### config.mk
export PLATFORM = sky130hd
export DESIGN_NAME = alu_share_arb
export DESIGN_NICKNAME = d
export VERILOG_FILES = /design/src/rtl/alu_share_arb.sv
export SDC_FILE = /design/constraint.sdc
export NUM_CORES = 1
export LEC_CHECK = 0
export CAP_MARGIN = 20
export CORE_MARGIN = 5
export CORE_UTILIZATION = 41
export CTS_CLUSTER_SIZE = 30
export DETAILED_ROUTE_END_ITERATION = 6
export MAX_ROUTING_LAYER = met4
export PLACE_DENSITY = 0.95
export RECOVER_POWER = 25
export SLEW_MARGIN = 20
export SYNTH_ARGS = -nofsm -noshare
export SYNTH_HDL_FRONTEND = slang
export SYNTH_SLANG_ARGS = --single-unit
### constraint.sdc
create_clock -name clk -period 2.23 [get_ports clk]
set_clock_uncertainty 0.1 [all_clocks]
set_input_delay 0.3345 -clock clk [delete_from_list [all_inputs] [get_ports clk]]
set_output_delay 0.3345 -clock clk [all_outputs]
set_load 0.03 [all_outputs]
### src/rtl/alu_share_arb.sv
// alu_share_arb
//   Arbiter/sequencer in front of the shared 32-bit combinational ALU.
//   Two requesters (0: fetch path, 1: execute path) offer operations over
//   valid/ready. One operation is granted at a time: the operands are latched,
//   the ALU is evaluated for exactly one cycle (EXEC), and the result/flags
//   are held on the response port until the consumer takes them (RESP).
//
//   Ports
//     clk, reset            clock, synchronous active-low reset
//     req{0,1}_valid/_a/_b/_ctrl/_ready   requester handshakes
//       ctrl: 000 ADD, 001 SUB, 010 AND, 011 ORR, 100 MUL, 101-111 illegal
//     alu_a/_b/_ctrl        operands/op to the ALU (from op registers)
//     alu_result/_flags     ALU result and flags {N,Z,C,V}
//     rsp_valid/_ready      response handshake
//     rsp_id/_result/_flags/_err   captured response
//
//   Build option
//     ALU_SHARE_RR_EN  defined: round-robin on contention.
//                      undefined: requester 0 has fixed priority.
module alu_share_arb (
  input  logic        clk,
  input  logic        reset,
  input  logic        req0_valid,
  input  logic [31:0] req0_a,
  input  logic [31:0] req0_b,
  input  logic [2:0]  req0_ctrl,
  output logic        req0_ready,
  input  logic        req1_valid,
  input  logic [31:0] req1_a,
  input  logic [31:0] req1_b,
  input  logic [2:0]  req1_ctrl,
  output logic        req1_ready,
  output logic [31:0] alu_a,
  output logic [31:0] alu_b,
  output logic [2:0]  alu_ctrl,
  input  logic [31:0] alu_result,
  input  logic [3:0]  alu_flags,
  output logic        rsp_valid,
  input  logic        rsp_ready,
  output logic        rsp_id,
  output logic [31:0] rsp_result,
  output logic [3:0]  rsp_flags,
  output logic        rsp_err
);

  typedef enum logic [1:0] {IDLE = 2'd0, EXEC = 2'd1, RESP = 2'd2} state_t;

  typedef struct packed {
    logic        id;
    logic [2:0]  ctrl;
    logic [31:0] a;
    logic [31:0] b;
  } op_t;

  state_t state_q, state_d;
  op_t    op_q;
  logic   accept, gnt_vld, gnt_id, op_illegal;

`ifdef ALU_SHARE_RR_EN
  // Grant history only matters for round-robin.
  logic   last_grant_q;
`endif

  // RESP with rsp_ready doubles as an accept point, giving one op per 2 cycles.
  assign accept  = (state_q == IDLE) || ((state_q == RESP) && rsp_ready);
  // reset gates the grant so no ready is shown while reset is held.
  assign gnt_vld = reset && accept && (req0_valid || req1_valid);

  always_comb begin
`ifdef ALU_SHARE_RR_EN
    if (req0_valid && req1_valid) gnt_id = ~last_grant_q;
    else                          gnt_id = ~req0_valid;
`else
    gnt_id = ~req0_valid;
`endif
  end

  assign op_illegal = (op_q.ctrl > 3'd4);

  // ALU is driven straight from the op registers; illegal codes are parked on ADD.
  assign alu_a    = op_q.a;
  assign alu_b    = op_q.b;
  assign alu_ctrl = op_illegal ? 3'd0 : op_q.ctrl;

  // ---- FSM: state register
  always_ff @(posedge clk) begin
    if (!reset) state_q <= IDLE;
    else        state_q <= state_d;
  end

  // ---- FSM: next state
  always_comb begin
    state_d = state_q;
    case (state_q)
      IDLE:    if (gnt_vld) state_d = EXEC;
      EXEC:    state_d = RESP;
      RESP:    if (rsp_ready) state_d = gnt_vld ? EXEC : IDLE;
      default: state_d = IDLE;
    endcase
  end

  // ---- FSM: outputs
  always_comb begin
    req0_ready = gnt_vld && !gnt_id;
    req1_ready = gnt_vld &&  gnt_id;
    rsp_valid  = (state_q == RESP);
  end

  // ---- op registers and response capture
  always_ff @(posedge clk) begin
    if (!reset) begin
      op_q         <= '0;
      rsp_id       <= 1'b0;
      rsp_result   <= '0;
      rsp_flags    <= '0;
      rsp_err      <= 1'b0;
`ifdef ALU_SHARE_RR_EN
      last_grant_q <= 1'b1;  // so requester 0 wins the first contention
`endif
    end else begin
      if (gnt_vld) begin
        op_q.id   <= gnt_id;
        op_q.ctrl <= gnt_id ? req1_ctrl : req0_ctrl;
        op_q.a    <= gnt_id ? req1_a    : req0_a;
        op_q.b    <= gnt_id ? req1_b    : req0_b;
`ifdef ALU_SHARE_RR_EN
        last_grant_q <= gnt_id;
`endif
      end
      if (state_q == EXEC) begin
        rsp_id     <= op_q.id;
        rsp_result <= op_illegal ? 32'd0 : alu_result;
        rsp_flags  <= op_illegal ? 4'd0  : alu_flags;
        rsp_err    <= op_illegal;
      end
    end
  end

endmodule

==> reports/metrics.yaml <==
placed_design:
  dpl.hpwl_mm: 11.65
  port-buffer-count: 282
  gp_congestion: 0.7899
  pre_cts_ws_ps: 217.3
timing:
  worstMarginPinSlew_ps: 689.6
  worst_slack_ps: 137.8
  period_minus_slack_ps: 2092
  finalHoldViolations: 0
  relSlewSlack: 0.5403
  timing.hold.ws_ps: 354.9
  rsz0062_at_grt: "no"
  fin_tns_setup_ps: 0
  finalSetupViolations: 0
  final_max_slew_viol_count: 0
  period_share: 0.9382
  fmax_mhz: 478.0
clock_tree:
  postCtsHoldBufs: 0
  cts_tree: "yes"
  cts_sinks: 108
  h-tree-depth: 3
  cts_repair_resize_count: 0
  clk_latency_ps: 330
  cts_setup_buffers: 0
  clock_path_buffers: 2
  cts_buffers: 9
  cts-root-buf: "clkbuf_16"
  clkTransAtPathRegs_ps: 70
global_routing:
  grt_overflow_total: 0
  grt_pass1_wl_mm: 23.22
  track_usage: 0.2103
  grt_start_max_net_pins: 135
  antenna_found_initial: 0
  grt_pass1_vias: 4400
layout:
  area_delta_synth_final_pct: 56.15
  final_cell_mix: "clkdlybuf4s50_1 (277), nand2_1 (132), dfxtp_1 (108)"
  fin_util: 0.6536
  seqCellArea_um2: 2162
  final_common_cell: "clkdlybuf4s50_1"
  drive_gt1_frac: 0.04167
  fillerInstances: 898
  antenna_cells: 0
  multiInputGateArea_um2: 1909
  nNetsFinal: 914
logic_synthesis:
  synthCells: 544
  ys_types: 23
  synth_nets: 719
  yosysWarnings: 0
  synth.avg_cell_area_um2: 8.786
  synth_area_um2: 4780
  seq_area_frac_synth: 0.4524
  synth-seq-cells: 108
worst_hold_path:
  hold_path_class: "reg2reg"
detailed_routing:
  viasPerCell: 5.080
  drt_pass1_iterations: 4
  routed_wl_mm: 15.18
  wl_per_cell_um: 17.11
  drt_iter0_drc: 284
  vias: 4506
  drc: 0
  postRouteAntennaNets: 0
die:
  core_um2: 11420
  start_util: 0.4186
  pin_count: 283
  fp-row-count: 39
  dieWidth_um: 118.0
  die_area_um2: 13920
  die_y_um: 118.0
worst_setup_path:
  arrival_ps: 1660
  r2r_slack_ps: 470
  crit_fanout: 5
  critical_path_class: "reg2out"
  start_kind: "flop"
  required_ps: 1800
  critPathCaptureType: "primary output"
run_status:
  status: "complete, no violations"
run:
  drv_cap: 0
pwr:
  power_density_nw_per_um2: 680.5
  p_leak_nw: 2.955
  max-vdd-ir-drop_uv: 438.1
  p_total_mw: 5.079
==> cells in the mapped netlist (all sizes together) <==
library cell / n / share of area
a22oi: 3 / 0.0047
inv: 2 / 0.0016
dfxtp: 108 / 0.45
and3: 3 / 0.0039
a22o: 100 / 0.18
o21ai: 65 / 0.068
nor2b: 6 / 0.0079
o2bb2ai: 3 / 0.0055
or2: 1 / 0.0013
nand2b: 4 / 0.0052
clkbuf: 16 / 0.013
a21oi: 3 / 0.0031
nor3: 1 / 0.0010
buf: 91 / 0.13
nor2: 1 / 0.00078
and2: 1 / 0.0013
nand2: 132 / 0.10
a31oi: 2 / 0.0058
nor3b: 2 / 0.0031
==> sequential cells by signal, indices dropped and copies added, names as in the netlist <==
signal      cells
rsp_id          1
state_q         2
rsp_flags       4
alu_b          32
alu_a          32
rsp_result     32
rsp_err         1
op_q            4
==> final timing paths <==
kind                                 start          end  depth (start not counted)
worst max-delay path              op_q[66]  alu_ctrl[2]                          2
worst min-delay path                rsp_id       rsp_id                          2
worst max register to register  state_q[0]     op_q[65]                          5
worst min register to register      rsp_id       rsp_id                          2
==> cell families after synthesis <==
kind of cell,count (synthesis),share of synthesized area
AO/OA/AOI/OAI,176,0.2704
AND/OR/NAND/NOR,151,0.1283
flip-flops,108,0.4524
buffers and inverters,109,0.1490
==> layer usage <==
layer,up-vias,GRT usage,part of all wire
li1,2218,-,-
met1,2073,0.2301,0.39
met2,197,0.3738,0.52
met3,18,0.06151,0.071
met4,0,0.05305,0.014
met5,-,-,0
==> worst max-delay path, stage by stage, from the launching register on <==
cell,delay (ps)
dfxtp_1,400
nor3b_1,210
clkdlybuf4s50_1,720
==> through the flow <==
step                      instances  instance area [µm²]
after floorplan                 544                 4780
after global placement          871                 7198
after detailed placement        871                 7198
after CTS                       887                 7495
after global routing            887                 7463
final                           887                 7463
==> power breakdown <==
group,total (mW),switching (mW),internal (mW)
clock,1.56,0.723,0.834
combinational,1.35,0.670,0.682
sequential,2.17,0.0881,2.08
==> cell type report <==
cell class,count,area share
clock buffers,11,0.03386
flip-flops and latches,108,0.2897
multi-input cells,327,0.2558
clock inverters,5,0.005868
inverters,2,0.001006
repair buffers,291,0.3898
well taps,143,0.02397
No activity file was read; power rests on OpenSTA's default activity.
==> variant (config.mk and constraints unchanged) <==
Put one more register stage on the output `rsp_flags`, with the module's reset. The value now appears one clock later. The other outputs are not delayed to match.
--- a/src/rtl/alu_share_arb.sv
+++ b/src/rtl/alu_share_arb.sv
@@ -53,2 +53,4 @@
   } op_t;
+
+  logic [3:0] rsp_flags_s0;
 
@@ -114,3 +116,3 @@
       rsp_result   <= '0;
-      rsp_flags    <= '0;
+      rsp_flags_s0 <= '0;
       rsp_err      <= 1'b0;
@@ -132,3 +134,3 @@
         rsp_result <= op_illegal ? 32'd0 : alu_result;
-        rsp_flags  <= op_illegal ? 4'd0  : alu_flags;
+        rsp_flags_s0 <= op_illegal ? 4'd0  : alu_flags;
         rsp_err    <= op_illegal;
@@ -138,2 +140,10 @@
 
+  always_ff @(posedge clk) begin
+    if (!reset) begin
+      rsp_flags <= '0;
+    end else begin
+      rsp_flags <= rsp_flags_s0;
+    end
+  end
+
 endmodule
Function: changed (a bounded check fails within 4 cycles, from zero or initial values and one cycle with reset low).
==> variant against the unedited design <==
- count of clock-buffer cells in the layout decreased by 1
- cell count rose by 1.5%
- non-clock buffer count grew 5
- routed wire length grew 4.7%
- design area grew 2.0%
- power rose by 2.0%
- sequential share of layout area rose by 0.47 points
- area after synthesis increased by 2.1%
- setup slack got worse by 0.0070 ns
- register-to-register slack got worse by 0.19 ns
- sequential cell count grew 4
- critical endpoint is now rsp_valid
==> variant: results (changes against the unedited design) <==
Critical Path AT = 1.66 ns (about the same)
Routed wl met3 = 1070 um (-0.37%)
Crit path from = state_q[1]
Post-CTS Setup Bufs = 0 (unchanged)
Number of global-route vias before repair = 4466 (+1.5%)
Critical path's largest stage delay = 0.74 ns (+0.02 ns)
Diode count = 0 (unchanged)
Final max-slew violation count = 0 (unchanged)
Peak VDD IR = 0.436 mV (-0.50%)
Worst Hold Class = flip-flop to flip-flop
Routability cong. = 0.817 (+3.4%)
Global router's overall resource usage = 21.6% (+0.58 points)
Register area share after synthesis = 45.9% (+0.69 points)
Final HPWL DP = 12300 um (+5.8%)
Ratio of cells with drive above 1 in the final layout = 4.49% (+0.32 points)
Iteration-0 DRC Markers = 317 (+12%)
DR pass1 iterations = 4 (unchanged)
Post-CTS Resized = 0 (unchanged)
Synth top cells by count = 132 x nand2_1, 112 x dfxtp_1, 100 x a22o_1, 67 x buf_4, 65 x o21ai_0
Met3 GRT Util = 4.60% (-1.6 points)
Antenna violations before repair = 0 (unchanged)
Root buffer cell = clkbuf_16
TritonCTS Buffers = 9 (unchanged)
Hold Crit Start = rsp_flags_s0[2]
Leak = 0.00302 uW (+2.2%)
Internal = 3660 uW (+1.7%)
Largest net degree at the start of global routing = 112 (-17%)
Global routing usage on met1 = 24.4% (+1.4 points)
Number of port buffers = 282 (unchanged)
Status = finished clean
Fill cell count = 904 (+0.67%)
Via count = 4590 (+1.9%)
M1 WL = 6230 um (+4.9%)
Clk slew on worst S/H paths = 0.08 ns
Htree depth = 3 (unchanged)
Final setup viols = 0 (unchanged)
Synth top area cells = dfxtp_1 46%, a22o_1 18%, buf_4 10%, nand2_1 10%, o21ai_0 6.7%
Synth Warn # = 0 (unchanged)
First-pass GRT wire length = 24100 um (+3.6%)
Fraction of registers with async set/reset = 0% (unchanged)
WL met2 = 8300 um (+4.5%)
Final #Nets = 927 (+1.4%)
Slew @ Worst Pin = 0.744 ns (+0.0540 ns)
Netlist cell types = 23 (unchanged)
Synth Flop Type = dfxtp_1
Drt total wl = 15900 um (+4.7%)
GR Layer Usage met2 = 38.6% (+1.3 points)
Synth Net Count = 727 (+1.1%)
Worst Path Max Fanout = 4 (-1)
Reg2reg start = state_q[0]
==> variant: cell count changes after synthesis, sizes merged <==
| cell | change |
|---|---|
| buf | -2 |
| dfxtp | +4 |
| clkbuf | +2 |
| and2 | +4 |
==> variant: cells by family (layout without fill, tap and decap cells) <==
family	count (synthesis)	count (layout)	share of synthesized area (%)
AOI/OAI and AO/OA	176	176	26.5
and+or+nand+nor	155	155	13.1
DFF	112	112	45.9
buffers and inverters	109	314	14.5
==> variant: worst max-delay path: cells and delay by family (launching register included) <==
| kind | cells | cell delay [ns] |
|---|---|---|
| flip-flops | 1 | 0.39 |
| AND/OR/NAND/NOR | 1 | 0.20 |
| buffers and inverters | 1 | 0.74 |
==> variant: layout make-up <==
type                            instances  share of cell area [%]
Clock buffer                           10                    3.14
Timing Repair Buffer                  296                    38.8
Inverter                                2                  0.0986
Clock inverter                          6                   0.772
Multi-Input combinational cell        331                    25.4
Tap cell                              143                    2.35
Sequential cell                       112                    29.4
==> variant: worst paths after layout <==
kind,endpoint,cells past startpoint,slack [ns]
worst max register to register,rsp_result[0],4,0.28
worst min-delay path,rsp_flags[2],1,0.36
worst min register to register,rsp_flags[2],1,0.36
worst max-delay path,rsp_valid,2,0.13
==> variant: metrics by stage <==
step	cell area (um2)	cells	util (%)	setup WS (ns)	total power, uW
floorplan	4880	552	-	0.237	3070
global placement	7340	884	63.5	0.274	3630
detailed placement	7340	884	63.5	0.242	3660
CTS	7640	900	66.1	0.129	5230
global route	7620	900	65.9	0.0736	5400
finish	7620	900	65.9	0.131	5180
==> variant: power groups by stage <==
stage | combinational (uW) | clock, uW | sequential (uW)
after floorplan | 724 | 0 | 2350
after global placement | 1350 | 0 | 2280
after detailed placement | 1380 | 0 | 2290
after CTS | 1380 | 1610 | 2240
after global routing | 1440 | 1700 | 2260
final | 1370 | 1570 | 2240
